File: src/rtl/column_sort_pkg.sv
// Shared types and constants for the column_sort sequencer.
package column_sort_pkg;

    typedef enum logic [1:0] {
        IDLE  = 2'd0,
        FETCH = 2'd1,
        DRAIN = 2'd2,
        DONE  = 2'd3
    } state_t;

    localparam int DEF_DATA_W = 8;
    localparam int PAD_VAL    = 0;

endpackage

File: src/rtl/column_sort_addr_gen.sv
// Column/row/slot counters and row selection for the 3-tap vertical fetch; combinational issue, one read per cycle.
// pause only holds at slot 0; COLUMN_SORT_CTRL_CLAMP_EN selects edge clamping instead of zero padding.
module column_sort_addr_gen #(
    parameter int IMG_W  = 16,
    parameter int IMG_H  = 16,
    parameter int ADDR_W = $clog2(IMG_W*IMG_H)
) (
    input  logic                     clk,
    input  logic                     rst,
    input  logic                     clear,
    input  logic                     active,
    input  logic                     pause,
    output logic                     issue,
    output logic                     rd_en,
    output logic [ADDR_W-1:0]        rd_addr,
    output logic                     pad,
    output logic                     tag_vld,
    output logic [$clog2(IMG_W)-1:0] tag_x,
    output logic [$clog2(IMG_H)-1:0] tag_y,
    output logic                     last
);

    localparam int XW = $clog2(IMG_W);
    localparam int YW = $clog2(IMG_H);
    localparam logic [XW-1:0] X_MAX = XW'(IMG_W-1);
    localparam logic [YW-1:0] Y_MAX = YW'(IMG_H-1);

    logic [1:0]    slot;
    logic [XW-1:0] x;
    logic [YW-1:0] y;
    logic          oor;
    int            row;

    always_comb begin
        issue = active && !((slot == 2'd0) && pause);
        oor   = ((slot == 2'd0) && (y == '0)) || ((slot == 2'd2) && (y == Y_MAX));
        row   = int'(y) + int'(slot) - 1;
        // Out-of-range rows fall back to the centre row, which is also the clamp target.
        if (oor) begin
            row = int'(y);
        end
`ifdef COLUMN_SORT_CTRL_CLAMP_EN
        rd_en = issue;
        pad   = 1'b0;
`else
        rd_en = issue && !oor;
        pad   = issue && oor;
`endif
        rd_addr = rd_en ? ADDR_W'(row * IMG_W + int'(x)) : '0;
        tag_vld = issue && (slot == 2'd2);
        tag_x   = x;
        tag_y   = y;
        last    = tag_vld && (x == X_MAX) && (y == Y_MAX);
    end

    always_ff @(posedge clk) begin
        if (rst || clear) begin
            slot <= 2'd0;
            x    <= '0;
            y    <= '0;
        end else if (issue) begin
            if (slot == 2'd2) begin
                slot <= 2'd0;
                if (x == X_MAX) begin
                    x <= '0;
                    y <= (y == Y_MAX) ? '0 : y + 1'b1;
                end else begin
                    x <= x + 1'b1;
                end
            end else begin
                slot <= slot + 2'd1;
            end
        end
    end

endmodule

File: src/rtl/column_sort_ctrl.sv
// Frame sequencer feeding column_sort: 3 reads per column, col_valid 1+SORT_LAT cycles after the third read.
// pause stalls only at column boundaries; build with COLUMN_SORT_CTRL_CLAMP_EN for edge clamping, else zero padding.
module column_sort_ctrl
    import column_sort_pkg::*;
#(
    parameter int DATA_W   = DEF_DATA_W,
    parameter int IMG_W    = 16,
    parameter int IMG_H    = 16,
    parameter int SORT_LAT = 1,
    parameter int ADDR_W   = $clog2(IMG_W*IMG_H)
) (
    input  logic                     clk,
    input  logic                     rst,
    input  logic                     start,
    input  logic                     pause,
    output logic                     busy,
    output logic                     done,
    output logic                     rd_en,
    output logic [ADDR_W-1:0]        rd_addr,
    input  logic [DATA_W-1:0]        rd_data,
    output logic [DATA_W-1:0]        sort_a,
    output logic                     sort_load,
    output logic                     col_valid,
    output logic [$clog2(IMG_W)-1:0] col_x,
    output logic [$clog2(IMG_H)-1:0] col_y
);

    localparam int XW = $clog2(IMG_W);
    localparam int YW = $clog2(IMG_H);

    state_t        state, state_nxt;
    logic          issue, pad, tag_vld, last;
    logic [XW-1:0] tag_x;
    logic [YW-1:0] tag_y;
    logic          pad_q;
    logic          vld_pipe [SORT_LAT+1];
    logic [XW-1:0] x_pipe   [SORT_LAT+1];
    logic [YW-1:0] y_pipe   [SORT_LAT+1];

    column_sort_addr_gen #(
        .IMG_W  (IMG_W),
        .IMG_H  (IMG_H),
        .ADDR_W (ADDR_W)
    ) u_addr_gen (
        .clk     (clk),
        .rst     (rst),
        .clear   (state == IDLE),
        .active  (state == FETCH),
        .pause   (pause),
        .issue   (issue),
        .rd_en   (rd_en),
        .rd_addr (rd_addr),
        .pad     (pad),
        .tag_vld (tag_vld),
        .tag_x   (tag_x),
        .tag_y   (tag_y),
        .last    (last)
    );

    always_ff @(posedge clk) begin
        if (rst) begin
            state <= IDLE;
        end else begin
            state <= state_nxt;
        end
    end

    always_comb begin
        state_nxt = state;
        case (state)
            IDLE:  if (start) state_nxt = FETCH;
            FETCH: if (last) state_nxt = DRAIN;
            // Tag identifies the final column, so earlier valids still in flight cannot end the drain.
            DRAIN: if (col_valid && (col_x == XW'(IMG_W-1)) && (col_y == YW'(IMG_H-1)))
                       state_nxt = DONE;
            DONE:  state_nxt = IDLE;
            default: state_nxt = IDLE;
        endcase
        busy = (state == FETCH) || (state == DRAIN);
        done = (state == DONE);
    end

    always_ff @(posedge clk) begin
        if (rst) begin
            sort_load <= 1'b0;
            pad_q     <= 1'b0;
            for (int i = 0; i <= SORT_LAT; i++) begin
                vld_pipe[i] <= 1'b0;
                x_pipe[i]   <= '0;
                y_pipe[i]   <= '0;
            end
        end else begin
            sort_load   <= issue;
            pad_q       <= pad;
            vld_pipe[0] <= tag_vld;
            x_pipe[0]   <= tag_x;
            y_pipe[0]   <= tag_y;
            for (int i = 1; i <= SORT_LAT; i++) begin
                vld_pipe[i] <= vld_pipe[i-1];
                x_pipe[i]   <= x_pipe[i-1];
                y_pipe[i]   <= y_pipe[i-1];
            end
        end
    end

    always_comb begin
        sort_a    = (sort_load && !pad_q) ? rd_data : DATA_W'(PAD_VAL);
        col_valid = vld_pipe[SORT_LAT];
        col_x     = x_pipe[SORT_LAT];
        col_y     = y_pipe[SORT_LAT];
    end

endmodule

File: config.mk
export PLATFORM = sky130hd
export DESIGN_NAME = column_sort_ctrl
export DESIGN_NICKNAME = d
export VERILOG_FILES = /design/src/rtl/column_sort_pkg.sv /design/src/rtl/column_sort_addr_gen.sv /design/src/rtl/column_sort_ctrl.sv
export SDC_FILE = /design/constraint.sdc
export NUM_CORES = 1
export LEC_CHECK = 0
export BUFFER_PORTS_ARGS = -buffer_cell sky130_fd_sc_hd__buf_2
export CAP_MARGIN = 15
export CORE_ASPECT_RATIO = 1.5
export CORE_MARGIN = 4
export CORE_UTILIZATION = 50
export CTS_CLUSTER_DIAMETER = 40
export CTS_CLUSTER_SIZE = 25
export DETAILED_ROUTE_END_ITERATION = 7
export GPL_TIMING_DRIVEN = 0
export PLACE_DENSITY = 0.89
export SETUP_SLACK_MARGIN = 0.02
export SLEW_MARGIN = 15
export SYNTH_ARGS = -nofsm -noshare
export SYNTH_HDL_FRONTEND = slang
export SYNTH_SLANG_ARGS = --single-unit
File: constraint.sdc
create_clock -name clk -period 4.4 [get_ports clk]
set_input_delay 0.22 -clock clk [delete_from_list [all_inputs] [get_ports clk]]
set_output_delay 0.22 -clock clk [all_outputs]
set_load 0.1 [all_outputs]
==> results of run 1 <==
==> logic make-up (layout without fill, tap and decap cells) <==
kind of cell | after synthesis | count (layout)
AO/OA/AOI/OAI | 17 | 17
flip-flops | 32 | 32
adder cells (fa/ha/maj) | 13 | 13
XOR/XNOR | 2 | 2
buffers and inverters | 24 | 72
AND/OR/NAND/NOR | 79 | 79
==> through the flow <==
stage | setup WS, ps | cell area [µm²] | hold WS, ps
finish | 1690 | 1880 | 156
global route | 1540 | 1880 | 159
CTS | 1690 | 1880 | 159
detailed placement | 2040 | 1750 | 425
global placement | 2060 | 1750 | 416
floorplan | 706 | 1510 | 300
==> metal layers <==
metal / up-vias / wire, µm
met2: 29 / 1600
met5: - / 0
met4: 0 / 42
met3: 6 / 160
met1: 577 / 1110
li1: 638 / -
==> worst paths after layout <==
kind                           start                   to  slack [ps]
setup reg to reg            state[1]  u_addr_gen.tag_y[3]        2500
hold reg to reg         y_pipe[0][0]         y_pipe[0][4]         440
hold / removal                   rst            sort_load         160
setup / recovery  u_addr_gen.slot[1]           rd_addr[6]        1690
==> worst register-to-register path: cells and delay by family (launching register included) <==
kind                       cells  cell delay [ps]
buffers and inverters          2              230
DFF                            1              330
and+or+nand+nor                3              790
adders and majority gates      1              350
AOI/OAI and AO/OA              1              140
==> flip-flops by register name (all words and copies together), names as in the netlist <==
| name | count |
|---|---|
| u_addr_gen.slot | 2 |
| vld_pipe | 2 |
| y_pipe | 8 |
| state | 2 |
| pad_q | 1 |
| u_addr_gen.tag_y | 4 |
| u_addr_gen.tag_x | 4 |
| x_pipe | 8 |
| sort_load | 1 |
==> area by class of cell <==
class	instances	area, µm²	share of cell area
Clock inverter	1	30.0	0.0160
Clock buffer	7	96.3	0.0512
Multi-Input combinational cell	111	737	0.392
Sequential cell	32	641	0.341
Tap cell	39	48.8	0.0259
Timing Repair Buffer	40	200	0.106
Buffer	12	82.6	0.0439
Inverter	12	45.0	0.0240
==> synth_stat cells (2+ instances only) <==
cell / number
sky130_fd_sc_hd__nand2b_1: 2
sky130_fd_sc_hd__nand2_1: 8
sky130_fd_sc_hd__a21oi_1: 9
sky130_fd_sc_hd__buf_4: 8
sky130_fd_sc_hd__nand4_1: 2
sky130_fd_sc_hd__clkbuf_1: 3
sky130_fd_sc_hd__ha_1: 12
sky130_fd_sc_hd__o31ai_1: 2
sky130_fd_sc_hd__dfxtp_1: 32
sky130_fd_sc_hd__nor2b_1: 14
sky130_fd_sc_hd__nand3_1: 9
sky130_fd_sc_hd__inv_1: 11
sky130_fd_sc_hd__nor3_1: 4
sky130_fd_sc_hd__nand3b_1: 2
sky130_fd_sc_hd__and2_1: 15
sky130_fd_sc_hd__nor2_1: 16
==> power by group through the flow <==
stage	Clock, mW	Sequential (mW)	Combinational, mW
2_1_floorplan	0	0.323	0.198
3_3_place_gp	0	0.315	0.239
3_5_place_dp	0	0.316	0.241
4_1_cts	0.305	0.310	0.244
5_1_grt	0.322	0.311	0.258
6_report	0.303	0.310	0.242
==> flow_summary.html, run 1 <==
<table>
<tr><th>Metric</th><th>Value</th></tr>
<tr><th colspan="2">Synth</th></tr>
<tr><td>Synthesized area per cell</td><td>9.01 µm²</td></tr>
<tr><td>Simple-gate share of the synthesized area</td><td>0.289</td></tr>
<tr><td>Number of different library cells in the post-synthesis netlist</td><td>34</td></tr>
<tr><td>Fraction of synthesized cell area taken by the top area cell type</td><td>0.426</td></tr>
<tr><td>Xor/xnor cell area share of the yosys netlist</td><td>0.0116</td></tr>
<tr><td>Adder-cell share of the synthesized area</td><td>0.113</td></tr>
<tr><td>Fraction of the yosys area taken by sequential cells</td><td>0.426</td></tr>
<tr><td>Top FF cell, synth</td><td>sky130_fd_sc_hd__dfxtp_1</td></tr>
<tr><td>Flip-flop and latch count after synthesis</td><td>32</td></tr>
<tr><td>Dominant combinational cell family by area after synthesis</td><td>simple AND/OR/NAND/NOR gates</td></tr>
<tr><td>Number of flops mapped to enable cells by yosys</td><td>0</td></tr>
<tr><td>Largest cells by area after synthesis</td><td>sky130_fd_sc_hd__dfxtp_1 43%, sky130_fd_sc_hd__ha_1 10%, sky130_fd_sc_hd__and2_1 6.2%, sky130_fd_sc_hd__nor2b_1 5.8%, sky130_fd_sc_hd__buf_4 4.0%</td></tr>
<tr><td>Post-synthesis compound-gate area fraction</td><td>0.0756</td></tr>
<tr><td>Cell type contributing the most total cell area after synthesis</td><td>sky130_fd_sc_hd__dfxtp_1</td></tr>
<tr><td>Netlist Area Pre-Place</td><td>1510 µm²</td></tr>
<tr><td>Yosys warns</td><td>0</td></tr>
<tr><td>Mux cell area share after synthesis</td><td>0</td></tr>
<tr><td>Synthesized netlist cell count</td><td>167</td></tr>
<tr><td>Ys async rst share</td><td>0</td></tr>
<tr><td>Synthesized netlist net count</td><td>roughly 190</td></tr>
<tr><th colspan="2">Worst setup path</th></tr>
<tr><td>Delay-heaviest family, CP</td><td>adder cells</td></tr>
<tr><td>Required time of the worst setup path</td><td>4180 ps</td></tr>
<tr><td>Series of cell instances along the critical path</td><td>inv_2 &gt; ha_1 &gt; inv_1 &gt; ha_1 &gt; inv_1 &gt; fa_1 &gt; nor3_1 &gt; buf_2</td></tr>
<tr><td>FF-to-FF path depth</td><td>7</td></tr>
<tr><td>Number of cells on the critical path</td><td>8</td></tr>
<tr><td>Kind of critical path</td><td>flop to output port</td></tr>
<tr><td>Number of buffer and inverter instances along the worst setup path</td><td>4</td></tr>
<tr><td>Type of element capturing the critical path</td><td>output port</td></tr>
<tr><td>Slowest stage delay, CP</td><td>between 400 and 500 ps</td></tr>
<tr><td>Critical path arrival</td><td>~2500 ps</td></tr>
<tr><td>Largest fanout of any net on the critical path</td><td>7</td></tr>
<tr><td>Critical-path cell with the highest stage delay</td><td>sky130_fd_sc_hd__dfxtp_1</td></tr>
<tr><td>Nature of the critical path startpoint</td><td>flop</td></tr>
<tr><th colspan="2">Pwr</th></tr>
<tr><td>Peak supply drop</td><td>0.392 mV</td></tr>
<tr><td>LEAKAGE</td><td>0.893 nW</td></tr>
<tr><td>Relative contribution of the clock network to total power</td><td>0.354</td></tr>
<tr><td>Switching pwr</td><td>0.297 mW</td></tr>
<tr><td>Overall Power</td><td>about 0.85 mW</td></tr>
<tr><td>Part of the total power dissipated in combinational logic</td><td>0.283</td></tr>
<tr><td>Flop pwr share</td><td>0.363</td></tr>
<tr><td>Switching share of total power</td><td>0.348</td></tr>
<tr><td>Int Power</td><td>0.557 mW</td></tr>
<tr><td>Power density over the cells</td><td>454 nW/µm²</td></tr>
<tr><th colspan="2">STA</th></tr>
<tr><td>Slew margin rel.</td><td>0.600</td></tr>
<tr><td>Transition time at the pin with the least slew margin</td><td>594 ps</td></tr>
<tr><td>Unrepaired setup endpoints after global routing</td><td>false</td></tr>
<tr><td>Final hold violation count</td><td>0</td></tr>
<tr><td>Total negative setup slack</td><td>0 ps</td></tr>
<tr><td>Crit share post-route</td><td>0.615</td></tr>
<tr><td>Max Transition Viols Final</td><td>0</td></tr>
<tr><td>Highest Clock Rate</td><td>370 MHz</td></tr>
<tr><td>Setup-failing EPs final</td><td>0</td></tr>
<tr><td>Worst Skew</td><td>5.54 ps</td></tr>
<tr><td>Fin crit period</td><td>2710 ps</td></tr>
<tr><th colspan="2">Placed design</th></tr>
<tr><td>Total of buffers placed on input and output ports</td><td>40</td></tr>
<tr><td>Post-Place Cells</td><td>roughly 250</td></tr>
<tr><td>Detailed placer's ending HPWL</td><td>2220 µm</td></tr>
<tr><td>Final weighted congestion in routability-driven placement</td><td>~0.84</td></tr>
<tr><th colspan="2">Drt</th></tr>
<tr><td>Overall via count from detail_route</td><td>1250</td></tr>
<tr><td>Average wire length per cell after detail routing</td><td>11.5 µm</td></tr>
<tr><td>First-pass DRT Iterations</td><td>4</td></tr>
<tr><td>Wire length after detailed routing</td><td>2920 µm</td></tr>
<tr><td>Post-route antenna net violation count</td><td>0</td></tr>
<tr><td>Via density per instance</td><td>between 4 and 5</td></tr>
<tr><td>DRT iter0 DRCs</td><td>34</td></tr>
<tr><td>Number of remaining DRC errors</td><td>0</td></tr>
<tr><th colspan="2">Clock network</th></tr>
<tr><td>Clk root buf</td><td>sky130_fd_sc_hd__clkbuf_8</td></tr>
<tr><td>Clock Sink Count</td><td>32</td></tr>
<tr><td>Quantity of hold-fixing buffers added after cts</td><td>0</td></tr>
<tr><td>Clock network latency to the later pin of the worst-skew pair</td><td>280 ps</td></tr>
<tr><td>TritonCTS clock tree</td><td>done</td></tr>
<tr><td>Number of post-CTS setup repair buffers</td><td>0</td></tr>
<tr><td>Maximum level of the CTS H-tree</td><td>2</td></tr>
<tr><td>Number of buffers added by the clock tree synthesis step</td><td>5</td></tr>
<tr><td>Clock input transition at the sequential cells of the worst setup and hold paths</td><td>roughly 60 ps</td></tr>
<tr><td>Post-cts repair resize count</td><td>0</td></tr>
<tr><td>Maximum count of clock buffers along a single path</td><td>2</td></tr>
<tr><th colspan="2">Global routing</th></tr>
<tr><td>Wire length of the first global-routing pass</td><td>4670 µm</td></tr>
<tr><td>GR met3 Demand/Resource</td><td>0.0535</td></tr>
<tr><td>Most Crowded Layer GR</td><td>met2</td></tr>
<tr><td>Total global routing track utilization</td><td>0.160</td></tr>
<tr><td>Sum of overflow across all layers after global routing</td><td>0</td></tr>
<tr><td>Fraction of met2 tracks used by global routing</td><td>0.309</td></tr>
<tr><td>Fraction of met1 tracks used by global routing</td><td>0.154</td></tr>
<tr><td>Antenna violations before repair</td><td>0</td></tr>
<tr><td>Number of global-route vias before repair</td><td>1148</td></tr>
<tr><td>Largest net degree at the start of global routing</td><td>11</td></tr>
<tr><th colspan="2">Floorplan</th></tr>
<tr><td>Number of top-level pins</td><td>41</td></tr>
<tr><td>Placement Rows</td><td>24</td></tr>
<tr><td>Die X-Extent</td><td>52.8 µm</td></tr>
<tr><td>Die Height</td><td>75.2 µm</td></tr>
<tr><td>Core area</td><td>2910 µm²</td></tr>
<tr><td>Initial Utilization</td><td>0.517</td></tr>
<tr><td>Overall die area</td><td>roughly 4000 µm²</td></tr>
<tr><th colspan="2">Hold path</th></tr>
<tr><td>Hold WC Path Type</td><td>input port to flop</td></tr>
<tr><td>Hold Crit Depth</td><td>2</td></tr>
<tr><th colspan="2">Finish</th></tr>
<tr><td>Layout fillers</td><td>245</td></tr>
<tr><td>Most frequent cells in the layout</td><td>40 x sky130_fd_sc_hd__buf_2, 32 x sky130_fd_sc_hd__dfxtp_1, 16 x sky130_fd_sc_hd__nor2_1</td></tr>
<tr><td>Layout cells sized above 1</td><td>0.293</td></tr>
<tr><td>Fin nets</td><td>239</td></tr>
<tr><td>Number of non-filler instances in the completed layout</td><td>254</td></tr>
<tr><td>Final core utilization</td><td>0.646</td></tr>
<tr><td># diodes</td><td>0</td></tr>
<tr><td>Synthesis-to-layout area growth</td><td>24.9%</td></tr>
<tr><td>Most common library cell in the layout ignoring fill and taps</td><td>sky130_fd_sc_hd__buf_2</td></tr>
<tr><th colspan="2">Job</th></tr>
<tr><td>Count of maximum capacitance violations</td><td>0</td></tr>
<tr><th colspan="2">Outcome</th></tr>
<tr><td>Outcome</td><td>finished clean</td></tr>
</table>
No activity file was read; power rests on OpenSTA's default activity.
==> run 2: changes to the inputs <==
--- a/config.mk
+++ b/config.mk
@@ -5,6 +5,7 @@
 export SDC_FILE = /design/constraint.sdc
 export NUM_CORES = 1
 export LEC_CHECK = 0
+export ABC_AREA = 1
 export BUFFER_PORTS_ARGS = -buffer_cell sky130_fd_sc_hd__buf_2
 export CAP_MARGIN = 15
 export CORE_ASPECT_RATIO = 1.5
==> constraint.sdc (replaced) <==
create_clock -name clk -period 2.5 [get_ports clk]
set_input_delay 0.125 -clock clk [delete_from_list [all_inputs] [get_ports clk]]
set_output_delay 0.125 -clock clk [all_outputs]
set_load 0.1 [all_outputs]
==> run 2 against run 1 <==
Compared with the run above: clock-buffer cell count down 2; critical path depth up 1; power up 76%; highest routed layer unchanged.
==> flow_summary.html, run 2 <==
<table>
<tr><th>Metric</th><th>Value</th></tr>
<tr><th colspan="2">Outcome</th></tr>
<tr><td>Outcome</td><td>finished clean</td></tr>
<tr><th colspan="2">Finish</th></tr>
<tr><td>Largest regs</td><td>x_pipe: 8 flops, y_pipe: 8 flops</td></tr>
<tr><td>Cell area after layout</td><td>1860 µm² (-0.86%)</td></tr>
<tr><td># diodes</td><td>0 (unchanged)</td></tr>
<tr><td>Layout fillers</td><td>248 (+1.2%)</td></tr>
<tr><td>Synthesis-to-layout area growth</td><td>24.8%</td></tr>
<tr><td>Fin nets</td><td>273 (+14%)</td></tr>
<tr><td>Most frequent cells in the layout</td><td>44 x sky130_fd_sc_hd__inv_1, 43 x sky130_fd_sc_hd__nor2_1, 38 x sky130_fd_sc_hd__buf_2</td></tr>
<tr><td>Most common library cell in the layout ignoring fill and taps</td><td>sky130_fd_sc_hd__inv_1</td></tr>
<tr><td>Layout cells sized above 1</td><td>0.249 (-0.0440)</td></tr>
<tr><th colspan="2">Synth</th></tr>
<tr><td>Synthesized netlist cell count</td><td>201 (+20%)</td></tr>
<tr><td>Most frequent cell after synthesis</td><td>sky130_fd_sc_hd__nor2_1</td></tr>
<tr><td>Top FF cell, synth</td><td>sky130_fd_sc_hd__dfxtp_1</td></tr>
<tr><td>Netlist Area Pre-Place</td><td>1490 µm² (-0.75%)</td></tr>
<tr><td>Ys async rst share</td><td>0 (unchanged)</td></tr>
<tr><td>Synthesized area per cell</td><td>7.43 µm² (-18%)</td></tr>
<tr><td>Fraction of synthesized cell area taken by the top area cell type</td><td>0.429 (+0.00321)</td></tr>
<tr><td>Cell type contributing the most total cell area after synthesis</td><td>sky130_fd_sc_hd__dfxtp_1</td></tr>
<tr><td>Flip-flop and latch count after synthesis</td><td>32 (unchanged)</td></tr>
<tr><td>Fraction of the yosys area taken by sequential cells</td><td>0.429 (+0.00321)</td></tr>
<tr><td>Synthesized netlist net count</td><td>226 (+18%)</td></tr>
<tr><td>Yosys warns</td><td>0 (unchanged)</td></tr>
<tr><td>Most common library cells after synthesis</td><td>45 x sky130_fd_sc_hd__nor2_1, 44 x sky130_fd_sc_hd__inv_1, 32 x sky130_fd_sc_hd__dfxtp_1</td></tr>
<tr><td>Number of different library cells in the post-synthesis netlist</td><td>23 (-32%)</td></tr>
<tr><td>Number of flops mapped to enable cells by yosys</td><td>0 (unchanged)</td></tr>
<tr><td>Largest cells by area after synthesis</td><td>sky130_fd_sc_hd__dfxtp_1 43%, sky130_fd_sc_hd__nor2_1 11%, sky130_fd_sc_hd__inv_1 11%, sky130_fd_sc_hd__ha_1 10%, sky130_fd_sc_hd__nand2_1 5.8%</td></tr>
<tr><th colspan="2">Pwr</th></tr>
<tr><td>Overall Power</td><td>1.51 mW (+76%)</td></tr>
<tr><td>Power density over the cells</td><td>807 nW/µm² (+78%)</td></tr>
<tr><td>LEAKAGE</td><td>0.942 nW (+5.5%)</td></tr>
<tr><td>Peak supply drop</td><td>0.500 mV (+28%)</td></tr>
<tr><th colspan="2">Placed design</th></tr>
<tr><td>Post-Place Cell Area</td><td>1750 µm² (-0.36%)</td></tr>
<tr><td>Total of buffers placed on input and output ports</td><td>40 (unchanged)</td></tr>
<tr><td>Post-place setup slack</td><td>368 ps (-1670 ps)</td></tr>
<tr><td>Detailed placer's ending HPWL</td><td>2330 µm (+5.1%)</td></tr>
<tr><td>Final weighted congestion in routability-driven placement</td><td>0.837 (about the same)</td></tr>
<tr><th colspan="2">Clock network</th></tr>
<tr><td>Clock Sink Count</td><td>32 (unchanged)</td></tr>
<tr><td>Maximum count of clock buffers along a single path</td><td>2 (unchanged)</td></tr>
<tr><td>Post-cts repair resize count</td><td>0 (unchanged)</td></tr>
<tr><td>Number of post-CTS setup repair buffers</td><td>0 (unchanged)</td></tr>
<tr><td>Clock network latency to the later pin of the worst-skew pair</td><td>280 ps (about the same)</td></tr>
<tr><td>Quantity of hold-fixing buffers added after cts</td><td>0 (unchanged)</td></tr>
<tr><td>Number of buffers added by the clock tree synthesis step</td><td>5 (unchanged)</td></tr>
<tr><td>TritonCTS clock tree</td><td>done</td></tr>
<tr><td>Maximum level of the CTS H-tree</td><td>2 (unchanged)</td></tr>
<tr><td>Clk root buf</td><td>sky130_fd_sc_hd__clkbuf_8</td></tr>
<tr><td>Clock input transition at the sequential cells of the worst setup and hold paths</td><td>60 ps (about the same)</td></tr>
<tr><th colspan="2">Hold path</th></tr>
<tr><td>Hold Crit Depth</td><td>4 (+2)</td></tr>
<tr><td>Hold WC Path Type</td><td>input port to flop</td></tr>
<tr><th colspan="2">STA</th></tr>
<tr><td>Minimum setup slack in the final design</td><td>181 ps (-1510 ps)</td></tr>
<tr><td>Slew margin rel.</td><td>0.673 (+0.0731)</td></tr>
<tr><td>Setup-failing EPs final</td><td>0 (unchanged)</td></tr>
<tr><td>Final hold violation count</td><td>0 (unchanged)</td></tr>
<tr><td>Max Transition Viols Final</td><td>0 (unchanged)</td></tr>
<tr><td>Fin crit period</td><td>about 2300 ps</td></tr>
<tr><td>Crit share post-route</td><td>0.928</td></tr>
<tr><td>Unrepaired setup endpoints after global routing</td><td>false</td></tr>
<tr><td>Transition time at the pin with the least slew margin</td><td>493 ps (-101 ps)</td></tr>
<tr><td>Highest Clock Rate</td><td>431 MHz</td></tr>
<tr><td>Worst Skew</td><td>1.74 ps (-3.81 ps)</td></tr>
<tr><th colspan="2">Drt</th></tr>
<tr><td>Post-route antenna net violation count</td><td>0 (unchanged)</td></tr>
<tr><td>Overall via count from detail_route</td><td>1323 (+5.8%)</td></tr>
<tr><td>Via density per instance</td><td>4.59 (-6.7%)</td></tr>
<tr><td>DRT iter0 DRCs</td><td>36 (+5.9%)</td></tr>
<tr><td>Average wire length per cell after detail routing</td><td>10.1 µm (-12%)</td></tr>
<tr><td>Number of remaining DRC errors</td><td>0 (unchanged)</td></tr>
<tr><td>Wire length after detailed routing</td><td>2920 µm (+0.17%)</td></tr>
<tr><td>First-pass DRT Iterations</td><td>4 (unchanged)</td></tr>
<tr><th colspan="2">Worst setup path</th></tr>
<tr><td>Kind of critical path</td><td>flop to output port</td></tr>
<tr><td>Critical path arrival</td><td>2190 ps (-300 ps)</td></tr>
<tr><td>Nature of the critical path startpoint</td><td>flop</td></tr>
<tr><td>Required time of the worst setup path</td><td>2380 ps (-1800 ps)</td></tr>
<tr><td>Type of element capturing the critical path</td><td>output port</td></tr>
<tr><td>FF-to-FF path depth</td><td>10 (+3)</td></tr>
<tr><td>Largest fanout of any net on the critical path</td><td>5 (-2)</td></tr>
<tr><td>R2R Setup Slk</td><td>960 ps (-1540 ps)</td></tr>
<tr><th colspan="2">Global routing</th></tr>
<tr><td>Sum of overflow across all layers after global routing</td><td>0 (unchanged)</td></tr>
<tr><td>Largest net degree at the start of global routing</td><td>12 (+1)</td></tr>
<tr><td>Number of global-route vias before repair</td><td>1271 (+11%)</td></tr>
<tr><td>Antenna violations before repair</td><td>0 (unchanged)</td></tr>
<tr><td>Total global routing track utilization</td><td>0.162 (+0.00195)</td></tr>
<tr><td>Wire length of the first global-routing pass</td><td>4860 µm (+4.0%)</td></tr>
<tr><th colspan="2">Floorplan</th></tr>
<tr><td>Core area</td><td>2880 µm² (-1.0%)</td></tr>
<tr><td>Placement Rows</td><td>24 (unchanged)</td></tr>
<tr><td>Die Height</td><td>74.9 µm (-0.33%)</td></tr>
<tr><td>Overall die area</td><td>3940 µm² (-0.65%)</td></tr>
<tr><td>Number of top-level pins</td><td>41 (unchanged)</td></tr>
<tr><td>Die X-Extent</td><td>52.6 µm (-0.32%)</td></tr>
<tr><td>Initial Utilization</td><td>0.518 (+0.00148)</td></tr>
<tr><th colspan="2">Job</th></tr>
<tr><td>Count of maximum capacitance violations</td><td>0 (unchanged)</td></tr>
</table>
run 2: worst paths after layout:
| check | start | to |
|---|---|---|
| setup / recovery | u_addr_gen.tag_y[1] | rd_addr[7] |
| hold / removal | rst | state[0] |
| setup reg to reg | state[1] | state[1] |
| hold reg to reg | y_pipe[0][1] | y_pipe[0][5] |
run 2: worst max-delay path: stages (launching register included):
cell	delay, ps
sky130_fd_sc_hd__dfxtp_1	330
sky130_fd_sc_hd__inv_1	100
sky130_fd_sc_hd__ha_1	300
sky130_fd_sc_hd__inv_1	60
sky130_fd_sc_hd__ha_1	130
sky130_fd_sc_hd__inv_1	40
sky130_fd_sc_hd__fa_1	370
sky130_fd_sc_hd__xnor2_1	150
sky130_fd_sc_hd__nor2_2	100
sky130_fd_sc_hd__clkbuf_4	340
run 2: final cells by class:
type	instances	area [µm²]	share of cell area
inverter	45	169	0.0906
multi-input combinational	114	622	0.334
clock inverter	3	42.5	0.0228
tap	39	48.8	0.0262
buffer	10	67.6	0.0362
timing repair buffer	40	205	0.110
sequential	32	641	0.344
clock buffer	5	68.8	0.0369
run 2: report_power, final:
| part | switching, mW | total (mW) | internal, mW |
|---|---|---|---|
| clock network | 0.183 | 0.477 | 0.294 |
| registers | 0.0159 | 0.547 | 0.531 |
| logic | 0.376 | 0.481 | 0.105 |
run 2: cells by family (layout without fill, tap and decap cells):
logic type / after synthesis / in the layout / synth area share
AOI/OAI and AO/OA: 18 / 18 / 0.0662
DFF: 32 / 32 / 0.429
adders and majority gates: 13 / 13 / 0.114
xor gates and xnor gates: 1 / 1 / 0.00586
buffers and inverters: 55 / 103 / 0.158
and+or+nand+nor: 82 / 82 / 0.227
run 2: per-layer routing:
metal / part of all wire / up-vias / GRT usage
met4: 0.019 / 0 / 0.0824
met1: 0.39 / 576 / 0.158
met2: 0.53 / 52 / 0.311
met5: 0 / - / 0
met3: 0.066 / 6 / 0.0317
li1: - / 689 / -
run 2: metrics by stage:
step	cells	TNS, ps	hold WS (ps)	utilization
3_3_place_gp	280	0	389	0.606
3_5_place_dp	280	0	392	0.606
4_1_cts	288	0	149	0.645
6_report	288	0	156	0.647
2_1_floorplan	201	-1550	281	-
5_1_grt	288	0	192	0.647
==> run 3: changes to the inputs <==
--- a/config.mk
+++ b/config.mk
@@ -16,7 +16,7 @@
 export DETAILED_ROUTE_END_ITERATION = 7
 export GPL_TIMING_DRIVEN = 0
 export PLACE_DENSITY = 0.89
-export SETUP_SLACK_MARGIN = 0.02
+export SETUP_SLACK_MARGIN = 0.4
 export SLEW_MARGIN = 15
 export SYNTH_ARGS = -nofsm -noshare
 export SYNTH_HDL_FRONTEND = slang
==> run 3 against run 2 <==
Compared with the run above: maximum frequency rose by 10%; non-clock buffer count rose by 6; clock skew rose by 2.7 ps; clock power rose by 4%; critical endpoint unchanged; largest power group unchanged.
==> flow_summary.html, run 3 (synthesis gave the netlist of run 2 again) <==
<table>
<tr><th>Metric</th><th>Value</th></tr>
<tr><th colspan="2">Drt</th></tr>
<tr><td>Met2 WL post-DR</td><td>1750 µm (+14%)</td></tr>
<tr><td>Metal3 WL</td><td>289 µm (+51%)</td></tr>
<tr><td>Average wire length per cell after detail routing</td><td>11.1 µm (+9.5%)</td></tr>
<tr><td>Overall via count from detail_route</td><td>1400 (+5.8%)</td></tr>
<tr><td>Wire length after detailed routing</td><td>3280 µm (+12%)</td></tr>
<tr><td>First-pass DRT Iterations</td><td>4 (unchanged)</td></tr>
<tr><td>DRT iter0 DRCs</td><td>48 (+33%)</td></tr>
<tr><td>Post-route antenna net violation count</td><td>0 (unchanged)</td></tr>
<tr><td>Uppermost signal routing layer after detailed routing</td><td>met4</td></tr>
<tr><td>Number of remaining DRC errors</td><td>0 (unchanged)</td></tr>
<tr><td>Via density per instance</td><td>4.75 (+3.3%)</td></tr>
<tr><td>Met1 layer wirelength in the final routing</td><td>1110 µm (-1.4%)</td></tr>
<tr><th colspan="2">Finish</th></tr>
<tr><td>Cell area after layout</td><td>2080 µm² (+12%)</td></tr>
<tr><td># diodes</td><td>0 (unchanged)</td></tr>
<tr><td>Most frequent cells in the layout</td><td>37 x sky130_fd_sc_hd__inv_1, 35 x sky130_fd_sc_hd__nor2_1, 31 x sky130_fd_sc_hd__buf_2</td></tr>
<tr><td>Layout cells sized above 1</td><td>0.379 (+0.130)</td></tr>
<tr><td>Most common library cell in the layout ignoring fill and taps</td><td>sky130_fd_sc_hd__inv_1</td></tr>
<tr><td>Synthesis-to-layout area growth</td><td>39.4%</td></tr>
<tr><td>Fin nets</td><td>280 (+2.6%)</td></tr>
<tr><td>Layout fillers</td><td>230 (-7.3%)</td></tr>
<tr><td>Largest regs</td><td>x_pipe: 8 flops, y_pipe: 8 flops</td></tr>
<tr><th colspan="2">Pwr</th></tr>
<tr><td>Power density over the cells</td><td>739 nW/µm² (-8.5%)</td></tr>
<tr><td>Peak supply drop</td><td>0.653 mV (+31%)</td></tr>
<tr><td>LEAKAGE</td><td>0.994 nW (+5.6%)</td></tr>
<tr><th colspan="2">Worst setup path</th></tr>
<tr><td>Kind of critical path</td><td>flop to output port</td></tr>
<tr><td>Largest fanout of any net on the critical path</td><td>2 (-3)</td></tr>
<tr><td>Nature of the critical path startpoint</td><td>flop</td></tr>
<tr><td>Type of element capturing the critical path</td><td>output port</td></tr>
<tr><td>Critical path arrival</td><td>1980 ps (-210 ps)</td></tr>
<tr><td>Required time of the worst setup path</td><td>2380 ps (about the same)</td></tr>
<tr><th colspan="2">Clock network</th></tr>
<tr><td>TritonCTS clock tree</td><td>done</td></tr>
<tr><td>Maximum count of clock buffers along a single path</td><td>2 (unchanged)</td></tr>
<tr><td>Maximum level of the CTS H-tree</td><td>2 (unchanged)</td></tr>
<tr><td>Number of buffers added by the clock tree synthesis step</td><td>5 (unchanged)</td></tr>
<tr><td>Clock network latency to the later pin of the worst-skew pair</td><td>290 ps (about the same)</td></tr>
<tr><td>Clk root buf</td><td>sky130_fd_sc_hd__clkbuf_8</td></tr>
<tr><td>Clock Sink Count</td><td>32 (unchanged)</td></tr>
<tr><td>Clock input transition at the sequential cells of the worst setup and hold paths</td><td>70 ps (about the same)</td></tr>
<tr><td>Quantity of hold-fixing buffers added after cts</td><td>0 (unchanged)</td></tr>
<tr><th colspan="2">STA</th></tr>
<tr><td>Fin crit period</td><td>2100 ps (-218 ps)</td></tr>
<tr><td>Slew margin rel.</td><td>0.676 (+0.00262)</td></tr>
<tr><td>Crit share post-route</td><td>0.840 (-0.0874)</td></tr>
<tr><td>Unrepaired setup endpoints after global routing</td><td>true</td></tr>
<tr><td>Max Transition Viols Final</td><td>0 (unchanged)</td></tr>
<tr><td>Transition time at the pin with the least slew margin</td><td>489 ps (-3.95 ps)</td></tr>
<tr><td>WHS</td><td>138 ps (-18.0 ps)</td></tr>
<tr><td>Worst Skew</td><td>4.47 ps (+2.73 ps)</td></tr>
<tr><td>Minimum setup slack in the final design</td><td>399 ps (+218 ps)</td></tr>
<tr><td>Setup-failing EPs final</td><td>0 (unchanged)</td></tr>
<tr><td>Highest Clock Rate</td><td>476 MHz (+10%)</td></tr>
<tr><td>Total negative setup slack</td><td>0 ps (unchanged)</td></tr>
<tr><td>Final hold violation count</td><td>0 (unchanged)</td></tr>
<tr><th colspan="2">Placed design</th></tr>
<tr><td>Detailed placer's ending HPWL</td><td>2210 µm (-5.2%)</td></tr>
<tr><td>Total of buffers placed on input and output ports</td><td>40 (unchanged)</td></tr>
<tr><td>Post-place setup slack</td><td>388 ps (+20.1 ps)</td></tr>
<tr><td>Post-Place Cell Area</td><td>1770 µm² (+1.5%)</td></tr>
<tr><td>Final weighted congestion in routability-driven placement</td><td>0.851 (+1.7%)</td></tr>
<tr><th colspan="2">Global routing</th></tr>
<tr><td>Sum of overflow across all layers after global routing</td><td>0 (unchanged)</td></tr>
<tr><td>Largest net degree at the start of global routing</td><td>12 (unchanged)</td></tr>
<tr><td>Wire length of the first global-routing pass</td><td>4890 µm (+0.58%)</td></tr>
<tr><td>Antenna violations before repair</td><td>0 (unchanged)</td></tr>
<tr><td>Total global routing track utilization</td><td>0.173 (+0.0112)</td></tr>
<tr><td>Number of global-route vias before repair</td><td>1237 (-2.7%)</td></tr>
<tr><th colspan="2">Job</th></tr>
<tr><td>Count of maximum capacitance violations</td><td>0 (unchanged)</td></tr>
<tr><th colspan="2">Floorplan</th></tr>
<tr><td>Die X-Extent</td><td>52.6 µm (unchanged)</td></tr>
<tr><td>Initial Utilization</td><td>0.518 (unchanged)</td></tr>
<tr><td>Number of top-level pins</td><td>41 (unchanged)</td></tr>
<tr><td>Placement Rows</td><td>24 (unchanged)</td></tr>
<tr><td>Core area</td><td>2880 µm² (unchanged)</td></tr>
<tr><td>Overall die area</td><td>3940 µm² (unchanged)</td></tr>
<tr><td>Die Height</td><td>74.9 µm (unchanged)</td></tr>
<tr><th colspan="2">Hold path</th></tr>
<tr><td>Hold WC Path Type</td><td>input port to flop</td></tr>
<tr><th colspan="2">Outcome</th></tr>
<tr><td>Outcome</td><td>finished clean</td></tr>
</table>
==> run 3: cell count changes in the layout (fill, tap and decap cells not counted), sizes merged <==
cell and delta:
nand2 +1, clkbuf -2, buf +8
==> run 3: where the power goes <==
| group | internal, mW | switching, mW | leakage, nW | total [mW] |
|---|---|---|---|---|
| clock | 0.295 | 0.201 | 0.0541 | 0.496 |
| combinational | 0.114 | 0.382 | 0.679 | 0.496 |
| sequential | 0.531 | 0.0168 | 0.261 | 0.548 |
| total | 0.939 | 0.600 | 0.994 | 1.54 |
==> run 3: cell type report <==
type,count,area [µm²],share of cell area
buffer,10,67.6,0.0324
clock buffer,5,68.8,0.0330
clock inverter,3,42.5,0.0204
inverter,45,174,0.0835
multi-input combinational,115,717,0.344
sequential,32,649,0.312
tap,39,48.8,0.0234
timing repair buffer,46,315,0.151
==> run 3: worst paths after layout <==
| path | end | start | cells after the start | slack, ps |
|---|---|---|---|---|
| max | rd_addr[7] | u_addr_gen.slot[1] | 9 | 400 |
| min | state[0] | rst | 4 | 140 |
| max reg2reg | u_addr_gen.tag_x[3] | state[1] | 8 | 940 |
| min reg2reg | x_pipe[0][7] | x_pipe[0][3] | 2 | 400 |
==> run 3: critical path, cell delays in order, from the launching register on <==
cell	delay [ps]
sky130_fd_sc_hd__dfxtp_2	340
sky130_fd_sc_hd__inv_2	50
sky130_fd_sc_hd__ha_4	230
sky130_fd_sc_hd__inv_2	50
sky130_fd_sc_hd__ha_4	120
sky130_fd_sc_hd__inv_2	30
sky130_fd_sc_hd__fa_2	360
sky130_fd_sc_hd__xnor2_2	150
sky130_fd_sc_hd__nor2_2	160
sky130_fd_sc_hd__buf_12	190
==> run 3: repair_timing <==
action	4_1_cts	5_1_grt
setup endpoints to repair	9	9
pin swaps	3	7
gates resized for setup	28	19
cloned	0	1
buffers inserted	1	5
==> run 3: stage by stage <==
step | total power [mW] | std cells | util
2_1_floorplan | 0.963 | 201 | -
3_3_place_gp | 1.02 | 280 | 0.615
3_5_place_dp | 1.03 | 280 | 0.615
4_1_cts | 1.53 | 289 | 0.685
5_1_grt | 1.61 | 295 | 0.723
6_report | 1.54 | 295 | 0.723
==> run 3: routing by layer <==
metal,track usage,vias up
met5,0,-
met4,0.119,0
met3,0.0614,11
met2,0.330,58
met1,0.140,629
li1,-,702
